File: src/rtl/tpu_pkg.sv
// Shared TPU package: DMA FSM state encoding, element-size codes with their
// byte counts, transfer direction constants and command field widths.
package tpu_pkg;

   localparam int unsigned DMA_LEN_W = 16;
   localparam int unsigned DMA_SZ_W  = 2;

   localparam logic DMA_DIR_H2D = 1'b0;
   localparam logic DMA_DIR_D2H = 1'b1;

   typedef enum logic [DMA_SZ_W-1:0] {
      ELEM_SZ_1B   = 2'b00,
      ELEM_SZ_2B   = 2'b01,
      ELEM_SZ_4B   = 2'b10,
      ELEM_SZ_RSVD = 2'b11
   } dma_elem_sz_e;

   typedef enum logic [2:0] {
      DMA_ST_IDLE,
      DMA_ST_SETUP,
      DMA_ST_H2D,
      DMA_ST_D2H,
      DMA_ST_DONE
   } dma_state_e;

   // Bytes per element; the reserved code yields zero.
   function automatic logic [2:0] elem_bytes(input logic [DMA_SZ_W-1:0] sz);
      case (sz)
         ELEM_SZ_1B: return 3'd1;
         ELEM_SZ_2B: return 3'd2;
         ELEM_SZ_4B: return 3'd4;
         default:    return 3'd0;
      endcase
   endfunction

endpackage

File: src/rtl/tpu_dma_skid.sv
// Two-entry valid/ready FIFO feeding the D2H host stream; absorbs UB read
// data that is already in flight when the host stalls.
module tpu_dma_skid #(
   parameter int unsigned DATA_W = 32
) (
   input  logic              clk,
   input  logic              rst,
   input  logic              push_i,
   input  logic [DATA_W-1:0] push_data_i,
   input  logic              pop_i,
   output logic              valid_o,
   output logic [DATA_W-1:0] data_o,
   output logic              full_o,
   output logic [1:0]        count_o
);

   logic [DATA_W-1:0] mem_q [2];
   logic              wr_ptr_q;
   logic              rd_ptr_q;
   logic [1:0]        count_q;
   logic              do_push;
   logic              do_pop;

   // Qualify push/pop against occupancy; a push into a full FIFO is only
   // accepted when the head leaves in the same cycle.
   always_comb begin
      do_pop  = pop_i && (count_q != 2'd0);
      do_push = push_i && ((count_q != 2'd2) || do_pop);
   end

   // Storage, pointers and occupancy; reset flushes contents to zero.
   always_ff @(posedge clk) begin
      if (rst) begin
         mem_q[0] <= '0;
         mem_q[1] <= '0;
         wr_ptr_q <= 1'b0;
         rd_ptr_q <= 1'b0;
         count_q  <= 2'd0;
      end else begin
         if (do_push) begin
            mem_q[wr_ptr_q] <= push_data_i;
            wr_ptr_q        <= ~wr_ptr_q;
         end
         if (do_pop) begin
            rd_ptr_q <= ~rd_ptr_q;
         end
         count_q <= count_q + {1'b0, do_push} - {1'b0, do_pop};
      end
   end

   assign valid_o = (count_q != 2'd0);
   assign data_o  = mem_q[rd_ptr_q];
   assign full_o  = (count_q == 2'd2);
   assign count_o = count_q;

endmodule

File: src/rtl/tpu_dma_engine.sv
// DMA responder between the host word streams and the unified buffer.
// Optional TPU_DMA_PERF_EN adds saturating busy/stall cycle counters.
module tpu_dma_engine
   import tpu_pkg::*;
#(
   parameter int unsigned DATA_W = 32,
   parameter int unsigned UB_AW  = 8
) (
   input  logic                 clk,
   input  logic                 rst,
   input  logic                 dma_start,
   input  logic                 dma_dir,
   input  logic [UB_AW-1:0]     dma_ub_addr,
   input  logic [DMA_LEN_W-1:0] dma_length,
   input  logic [DMA_SZ_W-1:0]  dma_elem_sz,
   output logic                 dma_busy,
   output logic                 dma_done,
   output logic                 dma_err,
   input  logic                 h2d_valid,
   input  logic [DATA_W-1:0]    h2d_data,
   output logic                 h2d_ready,
   output logic                 d2h_valid,
   output logic [DATA_W-1:0]    d2h_data,
   input  logic                 d2h_ready,
   output logic                 ub_wr_en,
   output logic [UB_AW-1:0]     ub_wr_addr,
   output logic [DATA_W-1:0]    ub_wr_data,
   output logic                 ub_rd_en,
   output logic [UB_AW-1:0]     ub_rd_addr,
   input  logic [DATA_W-1:0]    ub_rd_data
`ifdef TPU_DMA_PERF_EN
   ,
   output logic [31:0]          perf_busy_cycles,
   output logic [31:0]          perf_stall_cycles
`endif
);

   localparam int unsigned BPW = DATA_W / 8;

   dma_state_e           state_q;
   dma_elem_sz_e         sz_q;
   logic                 dir_q;
   logic [UB_AW-1:0]     addr_q;
   logic [DMA_LEN_W-1:0] len_q;
   logic [DMA_LEN_W-1:0] rem_q;
   logic [DMA_LEN_W-1:0] rd_left_q;
   logic                 busy_q;
   logic                 done_q;
   logic                 err_q;
   logic                 h2d_ready_q;
   logic                 inflight_q;

   logic [17:0]          total_bytes;
   logic [17:0]          tail_bytes;
   logic [DMA_LEN_W-1:0] nwords_d;
   logic                 h2d_fire;
   logic                 d2h_fire;
   logic                 rd_go;
   logic [2:0]           occ_after;
   logic                 fifo_valid;
   logic                 fifo_full;
   logic [1:0]           fifo_count;
   logic [DATA_W-1:0]    fifo_data;

   // Word count of the latched command, rounded up to whole words.
   always_comb begin
      total_bytes = 18'(len_q) * 18'(elem_bytes(sz_q));
      tail_bytes  = total_bytes % 18'(BPW);
      nwords_d    = DMA_LEN_W'(total_bytes / 18'(BPW)) + DMA_LEN_W'(tail_bytes != '0);
   end

   // Stream handshakes and UB read issue. A read is allowed when the FIFO,
   // after this cycle's pop, still has room for it plus the read in flight;
   // counting the pop is what sustains one word per cycle.
   always_comb begin
      h2d_fire  = h2d_ready_q && h2d_valid;
      d2h_fire  = fifo_valid && d2h_ready;
      occ_after = {1'b0, fifo_count} + {2'b0, inflight_q} - {2'b0, d2h_fire};
      rd_go     = (state_q == DMA_ST_D2H) && (rd_left_q != '0) &&
                  (occ_after <= 3'd1) && !(fifo_full && !d2h_fire);
   end

   // Command FSM with registered status outputs and sticky error.
   always_ff @(posedge clk) begin
      if (rst) begin
         state_q     <= DMA_ST_IDLE;
         sz_q        <= ELEM_SZ_1B;
         dir_q       <= DMA_DIR_H2D;
         addr_q      <= '0;
         len_q       <= '0;
         rem_q       <= '0;
         rd_left_q   <= '0;
         busy_q      <= 1'b0;
         done_q      <= 1'b0;
         err_q       <= 1'b0;
         h2d_ready_q <= 1'b0;
         inflight_q  <= 1'b0;
      end else begin
         done_q     <= 1'b0;
         inflight_q <= rd_go;
         if (dma_start && (state_q != DMA_ST_IDLE)) begin
            err_q <= 1'b1;
         end
         case (state_q)
            DMA_ST_IDLE: begin
               if (dma_start) begin
                  dir_q   <= dma_dir;
                  addr_q  <= dma_ub_addr;
                  len_q   <= dma_length;
                  sz_q    <= dma_elem_sz_e'(dma_elem_sz);
                  busy_q  <= 1'b1;
                  state_q <= DMA_ST_SETUP;
               end
            end
            DMA_ST_SETUP: begin
               rem_q     <= nwords_d;
               rd_left_q <= nwords_d;
               if (sz_q == ELEM_SZ_RSVD) begin
                  err_q   <= 1'b1;
                  done_q  <= 1'b1;
                  state_q <= DMA_ST_DONE;
               end else if (nwords_d == '0) begin
                  done_q  <= 1'b1;
                  state_q <= DMA_ST_DONE;
               end else if (dir_q == DMA_DIR_H2D) begin
                  h2d_ready_q <= 1'b1;
                  state_q     <= DMA_ST_H2D;
               end else begin
                  state_q <= DMA_ST_D2H;
               end
            end
            DMA_ST_H2D: begin
               if (h2d_fire) begin
                  addr_q <= addr_q + 1'b1;
                  rem_q  <= rem_q - 1'b1;
                  if (rem_q == DMA_LEN_W'(1)) begin
                     h2d_ready_q <= 1'b0;
                     done_q      <= 1'b1;
                     state_q     <= DMA_ST_DONE;
                  end
               end
            end
            DMA_ST_D2H: begin
               if (rd_go) begin
                  addr_q    <= addr_q + 1'b1;
                  rd_left_q <= rd_left_q - 1'b1;
               end
               if (d2h_fire) begin
                  rem_q <= rem_q - 1'b1;
                  if (rem_q == DMA_LEN_W'(1)) begin
                     done_q  <= 1'b1;
                     state_q <= DMA_ST_DONE;
                  end
               end
            end
            DMA_ST_DONE: begin
               busy_q  <= 1'b0;
               state_q <= DMA_ST_IDLE;
            end
            default: begin
               busy_q  <= 1'b0;
               state_q <= DMA_ST_IDLE;
            end
         endcase
      end
   end

   tpu_dma_skid #(
      .DATA_W(DATA_W)
   ) u_skid (
      .clk        (clk),
      .rst        (rst),
      .push_i     (inflight_q),
      .push_data_i(ub_rd_data),
      .pop_i      (d2h_fire),
      .valid_o    (fifo_valid),
      .data_o     (fifo_data),
      .full_o     (fifo_full),
      .count_o    (fifo_count)
   );

   assign dma_busy   = busy_q;
   assign dma_done   = done_q;
   assign dma_err    = err_q;
   assign h2d_ready  = h2d_ready_q;
   assign ub_wr_en   = h2d_fire;
   assign ub_wr_addr = addr_q;
   assign ub_wr_data = h2d_fire ? h2d_data : '0;
   assign ub_rd_en   = rd_go;
   assign ub_rd_addr = addr_q;
   assign d2h_valid  = fifo_valid;
   assign d2h_data   = fifo_data;

`ifdef TPU_DMA_PERF_EN
   logic [31:0] perf_busy_q;
   logic [31:0] perf_stall_q;
   logic        stall_cycle;

   assign stall_cycle = ((state_q == DMA_ST_H2D) && !h2d_fire) ||
                        ((state_q == DMA_ST_D2H) && !d2h_fire);

   // Saturating busy and stream-stall cycle counters.
   always_ff @(posedge clk) begin
      if (rst) begin
         perf_busy_q  <= '0;
         perf_stall_q <= '0;
      end else begin
         if (busy_q && (perf_busy_q != '1)) begin
            perf_busy_q <= perf_busy_q + 1'b1;
         end
         if (stall_cycle && (perf_stall_q != '1)) begin
            perf_stall_q <= perf_stall_q + 1'b1;
         end
      end
   end

   assign perf_busy_cycles  = perf_busy_q;
   assign perf_stall_cycles = perf_stall_q;
`endif

endmodule

File: config.mk
export PLATFORM = sky130hd
export DESIGN_NAME = tpu_dma_engine
export DESIGN_NICKNAME = d
export VERILOG_FILES = /design/src/rtl/tpu_pkg.sv /design/src/rtl/tpu_dma_skid.sv /design/src/rtl/tpu_dma_engine.sv
export SDC_FILE = /design/constraint.sdc
export NUM_CORES = 1
export LEC_CHECK = 0
export CAP_MARGIN = 20
export CORE_MARGIN = 10
export CORE_UTILIZATION = 40
export DETAILED_ROUTE_END_ITERATION = 8
export HOLD_SLACK_MARGIN = 0.03
export SETUP_SLACK_MARGIN = 0.4
export SLEW_MARGIN = 10
export SYNTH_ARGS = -nofsm -noshare
export SYNTH_HDL_FRONTEND = slang
export SYNTH_HIERARCHICAL = 1
export SYNTH_SLANG_ARGS = --single-unit
File: constraint.sdc
create_clock -name clk -period 5 [get_ports clk]
set_input_delay 0.75 -clock clk [delete_from_list [all_inputs] [get_ports clk]]
set_output_delay 0.75 -clock clk [all_outputs]
set_load 0.02 [all_outputs]
---- Word level (Yosys, flattened, before mapping) ----
Memory sizes are Yosys's and may differ from the RTL's. A register that Yosys moved wholly into a read port is not among the register bits.
Index checks and enable logic that the tools add are counted.
Widths: inputs -> output; s select.
word-level totals
  memories ................................ 1
  word-level logic and storage cells ...... 124
  flip-flop bits (word level) ............. 71
  input port bits ......................... 96
  bits in writable memories ............... 64
cells by class
  reductions and logical operators ........ 32
  add/subtract/negate cells ............... 8
  equality and inequality tests ........... 17
  multiplexer cells ....................... 46
  $lt $le $gt $ge ......................... 1
  bitwise logic cells ..................... 3
  multiply operators ...................... 1
memory list
  memory        depth  bits a word  read ports  clocked after memory_dff  write ports  line                source
  u_skid.mem_q  2      32           1           1                         2            tpu_dma_skid.sv:17  logic [DATA_W-1:0] mem_q [2];
operator list
  kind                   count
  $mux 32                2
  $mux 16                3
  $pmux 16 s3            1
  $pmux 16 s2            1
  $reduce_or 32->1       1
  $sub 16x1->16 const B  2
  $mux 1                 24
  $mux 8                 3
  $pmux 8 s3             1
  $mul 16x3->18          1
  $mux 3                 6
  $reduce_bool 18->1     1
  $add 16x1->16          1
  $eq 16x1->1 const B    1
  $logic_not 16->1       1
  $ne 2x2->1 const B     8
  $reduce_bool 16->1     1
  $pmux 3 s4             1
  $logic_and 1x1->1      9
  $pmux 3 s3             1
  $reduce_bool 3->1      3
  $add 8x1->8 const B    1
  $eq 2x2->1 const B     3
  $eq 3x2->1 const B     2
  other kinds (21)       30

---- Logic depth before layout (Yosys ltp) ----
  depth in word-level cells ............... 10
  depth in mapped cells ................... 18

---- Modules after synthesis ----
The synthesis kept the hierarchy.
modules (own cells, without submodules)
  module          area each (um2)  sequential area each (um2)  cells each  times used
  tpu_dma_engine  5,736.8          1,341.3                     788         1
  tpu_dma_skid    3,064.2          2,021.9                     201         1

---- Least setup slack after synthesis ----
OpenSTA, ideal clock, no wires.
  path kind ............................... register to register
  start point ............................. register sz_q[1]
  end point ............................... register h2d_ready_q, in the netlist h2d_ready
  buffers on the path ..................... 3
  setup time .............................. 0.129 ns
  slack ................................... 0.646 ns
  data required time ...................... 4.871 ns
  stages on the path, launching flop included .. 19
  clock period less this slack ............ 4.354 ns
  arrival time ............................ 4.225 ns
  cell sequence ........................... dfxtp_1 nor2b_1 clkbuf_1 clkbuf_1 nand2_1 fa_1 inv_1 ha_1 o211ai_2 and3b_1 buf_6 or4_4 nand3_4 nor4bb_1 xnor2_1 o2111a_1 nand4b_1 o31ai_2 o21ai_1
on the way
  word-level cells in the longest chain between the ends .. 8
  elaborated cells on any way between the ends .. 12
  classes of those cells .................. add/sub (1); mul (1); eq/ne (5); mux (1); reduce/logical (4)
RTL lines
  what                                   line                   source
  start: declaration                     tpu_dma_engine.sv:41   dma_elem_sz_e sz_q;
  start signal: assignment               tpu_dma_engine.sv:110  sz_q <= dma_elem_sz_e'(dma_elem_sz);
  $eq 2x2->1 (tied with other cells)     tpu_pkg.sv:28          case (sz)
  $pmux 3 s3                             tpu_pkg.sv:28
  $mul 16x3->18                          tpu_dma_engine.sv:67   total_bytes = 18'(len_q) * 18'(elem_bytes(sz_q));
  $reduce_bool 18->1                     tpu_dma_engine.sv:69   nwords_d = DMA_LEN_W'(total_bytes / 18'(BPW)) + DMA_LEN_W'(tail_bytes != '0);
  $add 16x1->16                          tpu_dma_engine.sv:69
  $logic_not 16->1                       tpu_dma_engine.sv:122  end else if (nwords_d == '0) begin
  $ne 2x2->1 (no source line)            --
  $reduce_and 6->1 (no source line) (*)  --
  end signal: assignment                 tpu_dma_engine.sv:96   h2d_ready_q <= 1'b0;
  end signal: assignment                 tpu_dma_engine.sv:126  h2d_ready_q <= 1'b1;
  end signal: assignment                 tpu_dma_engine.sv:137  h2d_ready_q <= 1'b0;
  end: declaration                       tpu_dma_engine.sv:50   logic h2d_ready_q;
Mark *: on every way between the ends. The rest lies on a longest branch, timed or not.
A chain may end at the register's enable or synchronous reset.

---- Worst setup path after layout ----
  start point ............................. register sz_q[1]
  end point ............................... register state_q[0]
on the way
  word-level cells in the longest chain between the ends .. 9
  elaborated cells on any way between the ends .. 12
  classes of those cells .................. add/sub (1); mul (1); eq/ne (3); mux (4); reduce/logical (3)
RTL lines
  what                                line                   source
  $eq 2x2->1 (tied with other cells)  tpu_pkg.sv:28
  $pmux 3 s3                          tpu_pkg.sv:28
  $mul 16x3->18                       tpu_dma_engine.sv:67
  $reduce_bool 18->1                  tpu_dma_engine.sv:69
  $add 16x1->16                       tpu_dma_engine.sv:69
  $logic_not 16->1                    tpu_dma_engine.sv:122
  $mux 3                              tpu_dma_engine.sv:122
  $mux 3 (*)                          tpu_dma_engine.sv:118  if (sz_q == ELEM_SZ_RSVD) begin
  $pmux 3 s4 (*)                      tpu_dma_engine.sv:104  case (state_q)
  end signal: assignment              tpu_dma_engine.sv:121  state_q <= DMA_ST_DONE;
  end signal: assignment              tpu_dma_engine.sv:124  state_q <= DMA_ST_DONE;
  end signal: assignment              tpu_dma_engine.sv:127  state_q <= DMA_ST_H2D;
  end: declaration                    tpu_dma_engine.sv:40   dma_state_e state_q;
Marked as above.

==> qor.yml <==
logic_synthesis:
  syn-cell-area_um2: 8801
  synth_top_family_by_area: "simple AND/OR/NAND/NOR gates"
  synth_top_area_cell: "edfxtp_1"
  synth_area_leaders: "edfxtp_1 22%, dfxtp_1 16%, nand2_1 6.0%"
  synth_fa_ha_area_share_pct: 7.336
  synth_cell_types: 85
  synthXorXnorAreaFrac_pct: 2.275
  synth-compound-area-share_pct: 16.29
  avgSynthCellArea_um2: 8.899
  synth-seq-cells: 136
  synth_nets: 1127
  async_flop_share_pct: 0
  synth_cells: 989
  ys_seq_area_share_pct: 38.21
  synth_top_area_share_pct: 21.84
  synth_edf_count: 64
  yosys-mux-area-fraction_pct: 4.919
  synth-main-ff-cell: "dfxtp_1"
  yosysWarnings: 6
  synth-simple-area-share_pct: 25.75
sta:
  finClkSkew_ps: 18.33
  clock.fmax_mhz: 226.7
  period_share_pct: 88.21
  fin_setup_tns_ps: 0
  hold_viol_final: 0
  setup_viol: 0
  drv_slew: 0
  maxSlewHeadroom_pct: 42.39
  rsz0062_at_grt: "true"
  period_minus_slack_ps: 4410
  tightestPinTransition_ps: 862.9
  fin_hold_ws_ps: 460.7
clock_tree:
  cts_tree: "built"
  clock_latency_ps: 430
  cts_buffer_depth: 2
  htree_levels: 4
  cts_sinks: 136
  cts_inserted_buffers: 17
  root_buffer: "clkbuf_16"
  clkTransAtPathRegs_ps: 70
grt:
  antenna_found_initial: 0
  grtUsageTotal_pct: 16.67
  grt_busiest_layer: "met2"
  grtUsageMet1_pct: 21.44
  grt.met3_usage_pct: 3.772
  grt_max_degree: 44
  grt_pass1_vias: 7366
  grt_pass1_wl_um: 39010
  grt_overflow: 0
  gr-usage-met2_pct: 27.24
die:
  die_x_um: 168.3
  pin_count: 183
  core.rowCount: 54
  die-area_um2: 28340
  core_area_um2: 21760
  die_height_um: 168.3
  initial_core_util_pct: 40.45
power:
  p_leak_uw: 0.004725
  power.density_nw_per_um2: 409.2
  max-vdd-ir-drop_mv: 0.2596
worst_setup_path:
  cp.arrival_ps: 4700
  startpoint_type: "flip-flop"
  slowest_stage: "fa_1"
  crit_fanout: 10
  worstPathRequired_ps: 5290
  crit_top_cell: "buf_4"
  cp_slowest_stage_delay_ps: 540
  crit_family: "simple AND/OR/NAND/NOR gates"
  critical_path.cell_chain: "nor2b_2 > buf_4 > buf_4 > nand2_1 > fa_1 > inv_1 > ha_2 > o211ai_2 > and3b_2 > or4_4 > nand3_4 > nor4bb_4 > xnor2_2 > o2111a_1 > nand4b_1 > o31ai_4 > o31ai_2"
  cp-end-kind: "flip-flop"
  critPathBufInv: 3
  critPathKind: "flip-flop to flip-flop"
routing:
  drtIter0Drc: 458
  antenna_left: 0
  drt_first_pass_iters: 5
  post-route-drc-count: 0
  routedWlPerCell_um: 16.54
  wl_um: 24000
  vias_per_cell: 5.238
  vias: 7600
placed_design:
  hpwl_um: 17310
  gp_congestion: 0.8348
  port_buffers: 182
  dpl_cell_area_um2: 10830
layout:
  register_area_um2: 3366
  layout_common_cells: "180 x clkdlybuf4s50_1, 140 x nand2_1, 76 x nor2_1, 75 x and2_1, 70 x dfxtp_1"
  n_antenna_cell: 0
  nets: 1296
  stdcell_area_um2: 11660
  syn2layout_area_growth_pct: 32.53
  drive_above_1_share_pct: 13.83
  multi_input_area_um2: 5150
  nFillCells: 2002
  final_common_cell: "clkdlybuf4s50_1"
worst_hold_path:
  hp-class: "flip-flop to flip-flop"
job:
  maxCapViolations: 0
outcome:
  status: "finished, final reports clean"
## cell usage after synthesis (10+ instances only)
| cell | n |
|---|---|
| a211oi_1 | 11 |
| a21oi_1 | 58 |
| a22oi_1 | 17 |
| and2_1 | 75 |
| and3_1 | 38 |
| clkbuf_1 | 41 |
| dfxtp_1 | 72 |
| edfxtp_1 | 64 |
| fa_1 | 16 |
| ha_1 | 26 |
| inv_1 | 44 |
| mux2_2 | 32 |
| nand2_1 | 140 |
| nand3_1 | 14 |
| nor2_1 | 77 |
| nor2b_1 | 10 |
| nor3_1 | 23 |
| nor4_1 | 11 |
| o21ai_0 | 48 |
| xor2_1 | 13 |
## cell type report
class                           instances  area share [%]
Tap cell                              280           3.004
Inverter                               44           1.416
Timing Repair Buffer                  210           17.43
Clock buffer                           17           3.647
Multi-Input combinational cell        749           44.15
Sequential cell                       136           28.86
Clock inverter                         15           1.491
## state kept, by name, indices dropped and copies added (netlist names), named ones only
| name | count |
|---|---|
| u_skid/count_o | 2 |
| u_skid/rd_ptr_q | 1 |
| rd_left_q | 16 |
| inflight_q | 1 |
| len_q | 16 |
| h2d_ready | 1 |
| sz_q | 2 |
| u_skid/wr_ptr_q | 1 |
| dma_busy | 1 |
| rem_q | 16 |
| state_q | 3 |
| dma_done | 1 |
| dma_err | 1 |
| ub_rd_addr | 8 |
| dir_q | 1 |
| u_skid/mem_q | 64 |
## per-layer routing
metal / up-vias / part of all wire [%]
met5: - / 0
met4: 0 / 1.4
met3: 19 / 5.2
met2: 172 / 48
met1: 3588 / 45
li1: 3821 / -
## timing repair
item / in CTS / in global routing
hold endpoints to repair: 0 / 0
gates resized for setup: 6 / 30
setup buffers: 0 / 8
setup endpoints to repair: 6 / 13
pin swaps: 0 / 14
hold buffers: 0 / 0
## cell families after synthesis
logic type | count (synthesis)
AO/OA/AOI/OAI | 208
XOR/XNOR | 22
adder cells (fa/ha/maj) | 42
buffers and inverters | 104
flip-flops | 136
multiplexers | 39
AND/OR/NAND/NOR | 438
## worst paths after layout
kind / endpoint / cells past startpoint / startpoint / slack (ps)
max: state_q[0]$_SDFFE_PP0P_ / 17 / sz_q[1]$_SDFFE_PP0P_ / 590
min: dma_err$_SDFF_PP0_ / 2 / dma_err$_SDFF_PP0_ / 460
max reg2reg: state_q[0]$_SDFFE_PP0P_ / 17 / sz_q[1]$_SDFFE_PP0P_ / 590
min reg2reg: dma_err$_SDFF_PP0_ / 2 / dma_err$_SDFF_PP0_ / 460
## stage by stage
stage / cells / setup WS (ps) / utilization (%) / power, uW
after floorplan: 989 / 646.1 / - / 2822
after global placement: 1411 / 382.8 / 49.79 / 3473
after detailed placement: 1411 / 293.5 / 49.79 / 3477
after CTS: 1443 / 374.2 / 52.71 / 4780
after global routing: 1451 / 357.4 / 53.61 / 5117
final: 1451 / 589.6 / 53.61 / 4773
## where the power goes
| part | leakage [uW] | switching (uW) | internal, uW |
|---|---|---|---|
| clock | 0.000297 | 562 | 715 |
| combinational | 0.00318 | 1180 | 821 |
| sequential | 0.00125 | 180 | 1320 |
| total | 0.00473 | 1920 | 2860 |
## worst min-delay path, cell delays in order, from the launching register on
cell and delay [ps]:
dfxtp_1 320, inv_1 50, a21oi_1 50
(Power assumes the default switching activity.)
